==> config.mk <==
export PLATFORM = sky130hd
export DESIGN_NAME = trng_word_packer
export DESIGN_NICKNAME = d
export VERILOG_FILES = /design/src/rtl/trng_pkg.sv /design/src/rtl/trng_sync_fifo.sv /design/src/rtl/trng_word_packer.sv
export SDC_FILE = /design/constraint.sdc
export NUM_CORES = 1
export LEC_CHECK = 0
export BUFFER_PORTS_ARGS = -buffer_cell sky130_fd_sc_hd__buf_2
export CORE_UTILIZATION = 57
export CTS_BUF_LIST = sky130_fd_sc_hd__clkbuf_8
export CTS_CLUSTER_SIZE = 16
export DETAILED_ROUTE_END_ITERATION = 6
export PLACE_DENSITY = 0.79
export SLEW_MARGIN = 40
export SYNTH_ARGS = -nofsm -noshare
export SYNTH_HDL_FRONTEND = slang
export SYNTH_SLANG_ARGS = --single-unit
==> constraint.sdc <==
create_clock -name clk -period 3.95 [get_ports clk]
set_input_delay 0.1975 -clock clk [delete_from_list [all_inputs] [get_ports clk]]
set_output_delay 0.1975 -clock clk [all_outputs]
set_load 0.02 [all_outputs]
==> src/rtl/trng_pkg.sv <==
// Shared defaults and helpers for the TRNG word packer and its FIFO.
package trng_pkg;

    localparam int WORD_W_DEF     = 8;
    localparam int FIFO_DEPTH_DEF = 4;
    localparam int DROP_W_DEF     = 16;

    // FIFO pointers carry one extra wrap bit so full and empty differ only in the MSB.
    function automatic int ptr_w(input int depth);
        return $clog2(depth) + 1;
    endfunction

endpackage

==> src/rtl/trng_sync_fifo.sv <==
// Generic single-clock FIFO with wrap-bit pointers. A push into a full FIFO is
// accepted only when a pop happens in the same cycle.
module trng_sync_fifo
    import trng_pkg::*;
#(
    parameter int WIDTH = 8,
    parameter int DEPTH = 4,
    localparam int PTR_W = ptr_w(DEPTH)
) (
    input  logic             clk,
    input  logic             rst_n,
    input  logic             push,
    input  logic [WIDTH-1:0] push_data,
    input  logic             pop,
    output logic [WIDTH-1:0] rd_data,
    output logic             full,
    output logic             empty,
    output logic [PTR_W-1:0] level
);

    localparam int IDX_W = PTR_W - 1;
    localparam logic [PTR_W-1:0] FULL_XOR = {1'b1, {IDX_W{1'b0}}};

    logic [WIDTH-1:0] mem [DEPTH];
    logic [PTR_W-1:0] wr_ptr;
    logic [PTR_W-1:0] rd_ptr;
    logic             do_push;
    logic             do_pop;

    assign empty   = (wr_ptr == rd_ptr);
    assign full    = ((wr_ptr ^ rd_ptr) == FULL_XOR);
    assign level   = wr_ptr - rd_ptr;
    assign do_pop  = pop && !empty;
    assign do_push = push && (!full || do_pop);

    // The head reads as zero when nothing is buffered, so stale storage never shows.
    assign rd_data = empty ? '0 : mem[rd_ptr[IDX_W-1:0]];

    // Pointer update; natural wrap of the extra bit gives modulo 2*DEPTH.
    // NOTE: state registers use non-blocking assignments so every flop samples pre-edge values.
    always_ff @(posedge clk or negedge rst_n) begin
        if (!rst_n) begin
            wr_ptr <= '0;
            rd_ptr <= '0;
        end else begin
            if (do_push) wr_ptr <= wr_ptr + PTR_W'(1);
            if (do_pop)  rd_ptr <= rd_ptr + PTR_W'(1);
        end
    end

    // Storage write.
    // NOTE: storage is deliberately not reset; the pointers define what is valid.
    always_ff @(posedge clk) begin
        if (do_push) mem[wr_ptr[IDX_W-1:0]] <= push_data;
    end

endmodule

==> src/rtl/trng_word_packer.sv <==
// Packs the debiased bit stream MSB-first into words, buffers them in a FIFO
// behind a valid/ready handshake and counts words lost to back-pressure.
module trng_word_packer
    import trng_pkg::*;
#(
    parameter int WORD_W     = WORD_W_DEF,
    parameter int FIFO_DEPTH = FIFO_DEPTH_DEF,
    parameter int DROP_W     = DROP_W_DEF
) (
    input  logic                         clk,
    input  logic                         rst_n,
    input  logic                         enable,
    input  logic                         bit_in,
    input  logic                         bit_valid,
    output logic [WORD_W-1:0]            word_data,
    output logic                         word_valid,
    input  logic                         word_ready,
    output logic [ptr_w(FIFO_DEPTH)-1:0] fill_level,
    output logic [DROP_W-1:0]            drop_count,
    output logic                         overflow,
    input  logic                         clear_status
);

    localparam int CNT_W = $clog2(WORD_W);

    logic [WORD_W-2:0] shift;
    logic [CNT_W-1:0]  bit_cnt;
    logic [WORD_W-1:0] word_next;
    logic              accept;
    logic              last_bit;
    logic              push;
    logic              pop;
    logic              full;
    logic              empty;
    logic              drop;

    assign accept    = enable && bit_valid;
    assign last_bit  = (bit_cnt == CNT_W'(WORD_W - 1));
    assign word_next = {shift, bit_in};
    assign push      = accept && last_bit;
    assign pop       = word_valid && word_ready;
    assign word_valid = !empty;
    // A completed word is lost only if the FIFO is full and no slot frees this cycle.
    assign drop      = push && full && !pop;

    // Shift register and bit counter; disabling discards any partial word.
    always_ff @(posedge clk or negedge rst_n) begin
        if (!rst_n) begin
            shift   <= '0;
            bit_cnt <= '0;
        end else if (!enable) begin
            shift   <= '0;
            bit_cnt <= '0;
        end else if (bit_valid) begin
            if (last_bit) begin
                shift   <= '0;
                bit_cnt <= '0;
            end else begin
                shift   <= word_next[WORD_W-2:0];
                bit_cnt <= bit_cnt + CNT_W'(1);
            end
        end
    end

    // Saturating drop counter and sticky overflow; clear takes priority over a drop.
    always_ff @(posedge clk or negedge rst_n) begin
        if (!rst_n) begin
            drop_count <= '0;
            overflow   <= 1'b0;
        end else if (clear_status) begin
            drop_count <= '0;
            overflow   <= 1'b0;
        end else if (drop) begin
            if (drop_count != '1) drop_count <= drop_count + DROP_W'(1);
            overflow <= 1'b1;
        end
    end

    trng_sync_fifo #(
        .WIDTH (WORD_W),
        .DEPTH (FIFO_DEPTH)
    ) u_fifo (
        .clk       (clk),
        .rst_n     (rst_n),
        .push      (push),
        .push_data (word_next),
        .pop       (pop),
        .rd_data   (word_data),
        .full      (full),
        .empty     (empty),
        .level     (fill_level)
    );

endmodule

==> flow_summary_export.csv, run 1 <==
group,metric,value,unit
status,outcome,"complete, no violations",
critical_path,slowest_delay,0.60,ns
critical_path,critPathArrivalTime,2.84,ns
timing,clock_skew,0.00994,ns
critical_path,critPathCaptureType,"flip-flop",
drt,ant_nets,0,
timing,setup_viol,0,
timing,rsz0062_at_grt,"no",
timing,fin_ws,1.31,ns
pwr,ir_drop,0.000247,V
pwr,seqPwrFrac,0.459,
timing,slew_violations,0,
drt,avgViaCountPerCell,5.74,
layout,areaGrowthSynthToFinish,13.9,%
critical_path,slowest_stage,"dfrtp_1",
placed_design,gp_congestion,0.802,
cts,insertion_delay,0.33,ns
drt,vias,1996,
yosys,synthFlopType,"dfrtp_1",
worst_hold_path,hp-start,"bit_in",
pwr,p_leak,1.41,nW
cts,post_cts_resized,0,
floorplan,fp.dieH,75.7,um
cts,cts_buffer_depth,2,
floorplan,num_io_pins,36,
floorplan,start_util,0.598,
drt,avgRoutedWirePerCell,15.5,um
floorplan,core,5170,sq um
layout,antenna_cells,0,
critical_path,crit_path_start_kind,"flip-flop",
worst_hold_path,hold_path_end,"u_fifo.mem[1][0]$_DFFE_PP_",
placed_design,pre_cts_ws,1.30,ns
timing,fin_hold_ws,0.122,ns
layout,final_cell_mix,"buf_2 (34), dfrtp_1 (33), edfxtp_1 (32), and2_1 (12)",
yosys,synth_nets,257,
critical_path,r2r_cells,5,
layout,final_common_cell,"buf_2",
cts,clkTransAtPathRegs,0.07,ns
yosys,synth_top_cell_area_share,0.311,
timing,post-route-period-util,0.667,
pwr,power_density,486,nW/um^2
placed_design,portBuffers,35,
yosys,synth-warning-count,0,
placed_design,dp_hpwl,3.55,mm
critical_path,r2r_slack,1.31,ns
global_route,gr-usage-all-layers,0.221,
timing,fmax,0.379,GHz
layout,drive_above_1_share,0.252,
yosys,avgSynthCellArea,12.9,sq um
yosys,synth_area_leaders,"edfxtp_1 (31%), dfrtp_1 (27%), mux4_2 (5.8%)",
floorplan,row_count,26,
global_route,grt_antenna_before_repair,0,
global_route,grt_max_degree,34,
drt,firstDrtPassIters,4,
timing,totalNegativeSetupSlack,0,ns
global_route,grt_pass1_vias,1802,
cts,cts_buffers,9,
critical_path,worst_ep_required_time,4.16,ns
timing,final_hold_viol_count,0,
critical_path,worstPathMaxFanout,12,
timing,period_needed,2.64,ns
critical_path,crit_path_start,"u_fifo.rd_ptr[0]$_DFFE_PN0P_",
pwr,p_clk_frac,0.324,
layout,fin_nets,291,
cts,postCtsSetupRepairBufs,0,
pwr,swShare,0.293,
critical_path,reg2reg_to,"drop_count[13]$_DFFE_PN0P_",
global_route,grt_pass1_wl,8.96,mm
pwr,p_int,1.21,mW
drt,route.detailed.drc,0,
floorplan,dieArea,5730,sq um
global_route,overflow,0,
flow_run,cap_violations,0,
yosys,syn_area,3090,sq um
critical_path,timing.setup.critical_path_class,"reg -> reg",
yosys,synth-edff-count,32,
drt,drt-initial-drc-count,107,
yosys,ys_ff_latch,65,
cts,holdBufCountCts,1,
critical_path,r2r_start,"u_fifo.rd_ptr[0]$_DFFE_PN0P_",
worst_hold_path,holdPathStages,1,
cts,clock_sinks,65,
yosys,postSynthCellCount,239,
pwr,p_comb_frac,0.217,
worst_hold_path,min_path_type,"in -> reg",
yosys,synth_cell_types,40,
timing,tightest_slew,0.604,ns
cts,cts.htree.levels,3,
yosys,synth_async_sr_flop_share,0.508,
pwr,p_sw,501,uW
critical_path,cp_cell_sequence,"ha_1 > nand3b_1 > or4_4 > or4_1 > mux2_1",
cts,clockRootBuffer,"clkbuf_8",
floorplan,die_w,75.7,um
yosys,synth_top_area_cell,"edfxtp_1",
yosys,synth_seq_area_share,0.577,
cts,cts_tree,"done",
drt,drt_wl_total,5.38,mm
timing,maxSlewHeadroom,0.597,
==> state kept, by name, indices dropped and copies added (netlist names) <==
name,count
bit_cnt,3
drop_count,16
overflow,1
shift,7
u_fifo.mem,32
u_fifo.rd_ptr,3
u_fifo.wr_ptr,3
==> power by group through the flow <==
stage	logic, mW	registers [mW]	clock network, mW
4_1_cts	0.376	0.788	0.567
2_1_floorplan	0.319	0.756	0
6_report	0.372	0.786	0.554
5_1_grt	0.430	0.794	0.591
3_5_place_dp	0.375	0.802	0
3_3_place_gp	0.370	0.800	0
==> critical path: cells and delay by family (launching register included) <==
family / cells / cell delay, ns
muxes: 1 / 0.32
DFF: 1 / 0.60
adders and majority gates: 1 / 0.44
and+or+nand+nor: 3 / 1.15
==> routing by layer <==
| layer | wire length [um] | vias up | GRT usage |
|---|---|---|---|
| li1 | - | 960 | - |
| met2 | 2520 | 43 | 0.327 |
| met4 | 85 | 0 | 0.121 |
| met3 | 177 | 7 | 0.0370 |
| met5 | 0 | - | 0 |
| met1 | 2600 | 986 | 0.315 |
==> cell type report <==
class                           instances  area (sq um)
Sequential cell                        65          1790
Fill cell                             398          1650
Multi-Input combinational cell        151          1230
Timing Repair Buffer                   37           195
Clock buffer                           10           138
Tap cell                               70          87.6
Clock inverter                          6          57.6
Inverter                                9          33.8
==> metrics by stage <==
stage           util  std cells  area (sq um)  power [mW]
2_1_floorplan      -        239          3090        1.07
3_3_place_gp   0.641        331          3320        1.17
3_5_place_dp   0.641        331          3320        1.18
4_1_cts        0.681        348          3520        1.73
5_1_grt        0.681        348          3520        1.81
6_report       0.681        348          3520        1.71
==> cell families after synthesis <==
kind of cell | after synthesis | share of synthesized area
AND/OR/NAND/NOR | 84 | 0.165
flip-flops | 65 | 0.577
AO/OA/AOI/OAI | 33 | 0.0756
buffers and inverters | 23 | 0.0283
multiplexers | 17 | 0.0898
adder cells (fa/ha/maj) | 11 | 0.0469
XOR/XNOR | 6 | 0.0170
==> Yosys cell counts (8+ instances only) <==
master,number
dfrtp_1,33
nor2b_1,8
edfxtp_1,32
nand3_1,10
inv_1,9
nand3b_1,8
and2_1,12
mux4_2,8
ha_1,10
clkbuf_1,13
==> worst max path at each step <==
stage / endpoint / slack (ns) / cells past startpoint
floorplan: drop_count[13]$_DFFE_PN0P_ / 1.43 / 7
global placement: drop_count[13]$_DFFE_PN0P_ / 1.36 / 6
detailed placement: drop_count[13]$_DFFE_PN0P_ / 1.30 / 5
CTS: drop_count[13]$_DFFE_PN0P_ / 1.29 / 5
global route: drop_count[6]$_DFFE_PN0P_ / 1.15 / 5
finish: drop_count[13]$_DFFE_PN0P_ / 1.31 / 5
No activity file was read; power rests on OpenSTA's default activity.
==> run 2, diff against run 1 <==
clock period = 2.6 ns   (was 3.95 ns; I/O delays follow)
==> flow_summary_export.csv, run 2 (synthesized netlist as in run 1, its figures left out) <==
group,metric,value,unit
critical_path,critPathArrivalTime,2.66,ns
worst_hold_path,min_path_type,"in -> reg",
timing,post-route-period-util,0.938,
placed_design,portBuffers,35,
timing,fin_hold_ws,0.0680,ns
cts,clockRootBuffer,"clkbuf_8",
global_route,grt_max_degree,34,
floorplan,row_count,26,
timing,setup_viol,0,
cts,cts.htree.levels,3,
pwr,p_leak,1.43,nW
drt,avgRoutedWirePerCell,16.6,um
cts,cts_buffer_depth,2,
placed_design,dp_hpwl,3.95,mm
timing,clock_skew,0.00855,ns
drt,avgViaCountPerCell,5.74,
layout,antenna_cells,0,
cts,cts_buffers,9,
layout,areaGrowthSynthToFinish,15.0,%
floorplan,num_io_pins,36,
cts,clkTransAtPathRegs,0.07,ns
critical_path,cp_cell_sequence,"inv_1 > ha_1 > nand3b_1 > or4_4 > or4_1 > mux2_1",
cts,insertion_delay,0.34,ns
timing,period_needed,2.44,ns
drt,vias,2027,
timing,totalNegativeSetupSlack,0,ns
critical_path,crit_family,"simple AND/OR/NAND/NOR gates",
critical_path,slowest_stage,"or4_4",
floorplan,die_w,75.7,um
pwr,ir_drop,0.000474,V
floorplan,core,5170,sq um
timing,maxSlewHeadroom,0.656,
layout,drive_above_1_share,0.261,
layout,final_cell_mix,"buf_2 (34), dfrtp_1 (33), edfxtp_1 (32), and2_1 (12)",
timing,rsz0062_at_grt,"no",
drt,drt-initial-drc-count,135,
timing,final_hold_viol_count,0,
drt,route.detailed.drc,0,
timing,tightest_slew,0.516,ns
critical_path,slowest_delay,0.61,ns
status,outcome,"complete, no violations",
cts,cts_tree,"done",
cts,post_cts_resized,0,
cts,clock_sinks,65,
drt,ant_nets,0,
layout,final_common_cell,"buf_2",
drt,firstDrtPassIters,4,
pwr,power_density,746,nW/um^2
critical_path,worst_ep_required_time,2.82,ns
critical_path,crit_buf_inv,1,
timing,fmax,0.410,GHz
floorplan,fp.dieH,75.7,um
critical_path,timing.setup.critical_path_class,"reg -> reg",
timing,slew_violations,0,
critical_path,worstPathMaxFanout,12,
layout,largest_reg_flops,32,
pwr,power.total,2.65,mW
global_route,grt_pass1_wl,9.58,mm
floorplan,start_util,0.598,
global_route,gr-usage-all-layers,0.238,
global_route,grt_antenna_before_repair,0,
layout,fin_nets,296,
floorplan,dieArea,5730,sq um
placed_design,gp_congestion,0.777,
critical_path,crit_path_start_kind,"flip-flop",
flow_run,cap_violations,0,
critical_path,critPathCaptureType,"flip-flop",
global_route,grt_pass1_vias,1924,
global_route,overflow,0,
drt,drt_wl_total,5.86,mm
-- run 2: cell count changes in the layout (fill, tap and decap cells not counted), sizes merged --
cell,before,now
buf,36,41
clkbuf,10,9
clkinv,3,4
-- run 2: where the power goes --
part           total (mW)  leakage (nW)  internal [mW]  switching [mW]
Combinational       0.692         0.609          0.304           0.388
Sequential           1.13         0.723           1.10          0.0208
Clock               0.837        0.0991          0.442           0.394
Total                2.65          1.43           1.85           0.803
-- run 2: cell type report --
| type | count | area (sq um) |
|---|---|---|
| fill | 359 | 1610 |
| multi-input combinational | 151 | 1230 |
| clock inverter | 7 | 68.8 |
| clock buffer | 9 | 124 |
| tap | 70 | 87.6 |
| timing repair buffer | 42 | 233 |
| inverter | 9 | 33.8 |
| sequential | 65 | 1790 |
-- run 2: layer usage --
layer | vias up | wire, um | track usage
met5 | - | 0 | 0
met4 | 0 | 94 | 0.0926
met3 | 8 | 251 | 0.0648
met2 | 64 | 2890 | 0.372
met1 | 984 | 2630 | 0.319
li1 | 971 | - | -
-- run 2: timing repair --
action / CTS / global route
hold buffers: 1 / 0
setup buffers: 0 / 0
endpoints found under the hold margin: 33 / 0
-- run 2: final timing paths --
check,start,to,slack (ns),cells after the start
min in group asynchronous,rst_n,drop_count[5]$_DFFE_PN0P_,0.27,2
max in group asynchronous,rst_n,shift[0]$_DFFE_PN0P_,2.01,2
worst min-delay path,bit_in,u_fifo.mem[1][0]$_DFFE_PP_,0.07,1
worst min register to register,u_fifo.wr_ptr[2]$_DFFE_PN0P_,u_fifo.wr_ptr[2]$_DFFE_PN0P_,0.49,1
worst max-delay path,u_fifo.wr_ptr[0]$_DFFE_PN0P_,drop_count[13]$_DFFE_PN0P_,0.16,6
worst max register to register,u_fifo.wr_ptr[0]$_DFFE_PN0P_,drop_count[13]$_DFFE_PN0P_,0.16,6
-- run 2: through the flow --
| step | worst slack, ns | utilization | area [sq um] | instances |
|---|---|---|---|---|
| 2_1_floorplan | 0.0771 | - | 3090 | 239 |
| 3_3_place_gp | 0.260 | 0.649 | 3350 | 336 |
| 3_5_place_dp | 0.186 | 0.649 | 3350 | 336 |
| 4_1_cts | 0.171 | 0.688 | 3560 | 353 |
| 5_1_grt | 0.0272 | 0.688 | 3560 | 353 |
| 6_report | 0.162 | 0.688 | 3560 | 353 |
==> run 3, diff against run 2 <==
CORE_UTILIZATION = 30   (was 57)
MAX_ROUTING_LAYER = met4   (was not set)
PLACE_DENSITY = 0.48   (was 0.79)
==> flow_summary_export.csv, run 3 (synthesized netlist as in run 1, its figures left out) <==
group,metric,value,unit
timing,totalNegativeSetupSlack,0,ns
drt,wl_met3,291,um
placed_design,dp_hpwl,4.22,mm
timing,clock_skew,0.00926,ns
worst_hold_path,min_path_type,"in -> reg",
critical_path,timing.setup.critical_path_class,"reg -> reg",
global_route,gr-usage-all-layers,0.133,
layout,stdcell_area,3650,sq um
cts,clkTransAtPathRegs,0.08,ns
drt,drt-initial-drc-count,101,
global_route,grt_max_degree,34,
global_route,grt_pass1_wl,10.6,mm
cts,cts_tree,"done",
floorplan,num_io_pins,36,
layout,largest_reg_flops,32,
timing,rsz0062_at_grt,"no",
pwr,p_leak,1.44,nW
timing,final_hold_viol_count,0,
drt,route.detailed.drc,0,
critical_path,slowest_stage,"or4_4",
pwr,ir_drop,0.000257,V
critical_path,cp_cell_sequence,"inv_1 > ha_1 > nand3b_1 > or4_4 > or4_1 > mux2_1",
critical_path,slowest_delay,0.62,ns
layout,antenna_cells,0,
pwr,p_sw,844,uW
critical_path,cp.depth,6,
critical_path,crit_family,"simple AND/OR/NAND/NOR gates",
layout,multi_input_area,1230,sq um
cts,cts_buffers,9,
flow_run,cap_violations,0,
layout,final_common_cell,"buf_2",
floorplan,die_w,104,um
cts,post_cts_resized,0,
layout,seq_area,1790,sq um
timing,post-route-period-util,0.929,
pwr,power.total,2.70,mW
drt,avgViaCountPerCell,4.80,
cts,cts.htree.levels,3,
critical_path,critPathArrivalTime,2.65,ns
pwr,seqPwrFrac,0.416,
timing,tightest_slew,0.498,ns
timing,setup_viol,0,
worst_hold_path,holdPathStages,1,
drt,ant_nets,0,
cts,cts_buffer_depth,2,
critical_path,worst_ep_required_time,2.83,ns
pwr,power_density,739,nW/um^2
cts,clockRootBuffer,"clkbuf_8",
pwr,p_clk_frac,0.329,
floorplan,fp.dieH,104,um
drt,firstDrtPassIters,4,
floorplan,dieArea,10700,sq um
timing,period_needed,2.42,ns
critical_path,worstPathMaxFanout,12,
critical_path,critPathCaptureType,"flip-flop",
layout,drive_above_1_share,0.271,
status,outcome,"complete, no violations",
timing,maxSlewHeadroom,0.668,
layout,areaGrowthSynthToFinish,18.1,%
floorplan,start_util,0.314,
drt,top_layer_used,"met4",
pwr,p_comb_frac,0.255,
placed_design,portBuffers,35,
drt,avgRoutedWirePerCell,15.3,um
global_route,grt_pass1_vias,1930,
global_route,grt_antenna_before_repair,0,
drt,drt_wl_total,6.39,mm
placed_design,placed_cell_area,3440,sq um
cts,insertion_delay,0.35,ns
pwr,p_int,1.86,mW
placed_design,gp_congestion,0.735,
timing,slew_violations,0,
critical_path,r2r_slack,0.18,ns
floorplan,core,9860,sq um
layout,final_cell_mix,"buf_2 (34), dfrtp_1 (33), edfxtp_1 (32), and2_1 (12)",
critical_path,crit_buf_inv,1,
global_route,overflow,0,
critical_path,crit_path_start_kind,"flip-flop",
placed_design,pre_cts_ws,0.200,ns
critical_path,r2r_cells,6,
floorplan,row_count,36,
pwr,swShare,0.312,
timing,fin_ws,0.184,ns
cts,clock_sinks,65,
layout,n_fill_cell,972,
timing,fmax,0.414,GHz
drt,m1WireLength,3.14,mm
drt,dr_wl_met2,2.85,mm
drt,vias,2003,
layout,fin_nets,297,
[run 3: worst register-to-register path: stages (launching register included)]
cell and delay (ns):
dfrtp_1 0.38, inv_1 0.10, ha_1 0.33, nand3b_1 0.13, or4_4 0.62, or4_1 0.44
mux2_1 0.31
[run 3: layout make-up]
cell class	instances	share of cell area
repair buffers	43	0.0657
inverters	9	0.00924
clock buffers	9	0.0339
clock inverters	7	0.0212
flip-flops and latches	65	0.489
multi-input cells	151	0.336
well taps	133	0.0455
[run 3: layer usage]
layer	vias to the layer above	track usage
met2	52	0.193
li1	970	-
met3	8	0.0327
met5	-	-
met1	973	0.177
met4	0	0.0559
[run 3: final timing paths]
check / to / startpoint
setup reg to reg: drop_count[13]$_DFFE_PN0P_ / u_fifo.wr_ptr[0]$_DFFE_PN0P_
hold / removal: u_fifo.mem[0][0]$_DFFE_PP_ / bit_in
max in group asynchronous: drop_count[11]$_DFFE_PN0P_ / rst_n
setup / recovery: drop_count[13]$_DFFE_PN0P_ / u_fifo.wr_ptr[0]$_DFFE_PN0P_
min in group asynchronous: shift[2]$_DFFE_PN0P_ / rst_n
hold reg to reg: u_fifo.wr_ptr[2]$_DFFE_PN0P_ / u_fifo.wr_ptr[2]$_DFFE_PN0P_
[run 3: power groups by stage]
| stage | sequential, mW | clock (mW) | combinational [mW] |
|---|---|---|---|
| 2_1_floorplan | 1.15 | 0 | 0.484 |
| 3_3_place_gp | 1.15 | 0 | 0.701 |
| 3_5_place_dp | 1.15 | 0 | 0.708 |
| 4_1_cts | 1.13 | 0.916 | 0.709 |
| 5_1_grt | 1.13 | 0.956 | 0.757 |
| 6_report | 1.12 | 0.888 | 0.689 |
[run 3: timing repair]
action	CTS	global route
setup endpoints to repair	0	0
buffers inserted	0	0
hold buffers	1	0
hold endpoints to repair	33	0
[run 3: stage by stage]
stage	cells	util	hold slack (ns)
floorplan	239	-	-0.166
detailed placement	400	0.349	0.130
global route	417	0.370	0.0336
global placement	400	0.349	0.277
CTS	417	0.370	0.0244
finish	417	0.370	0.0408
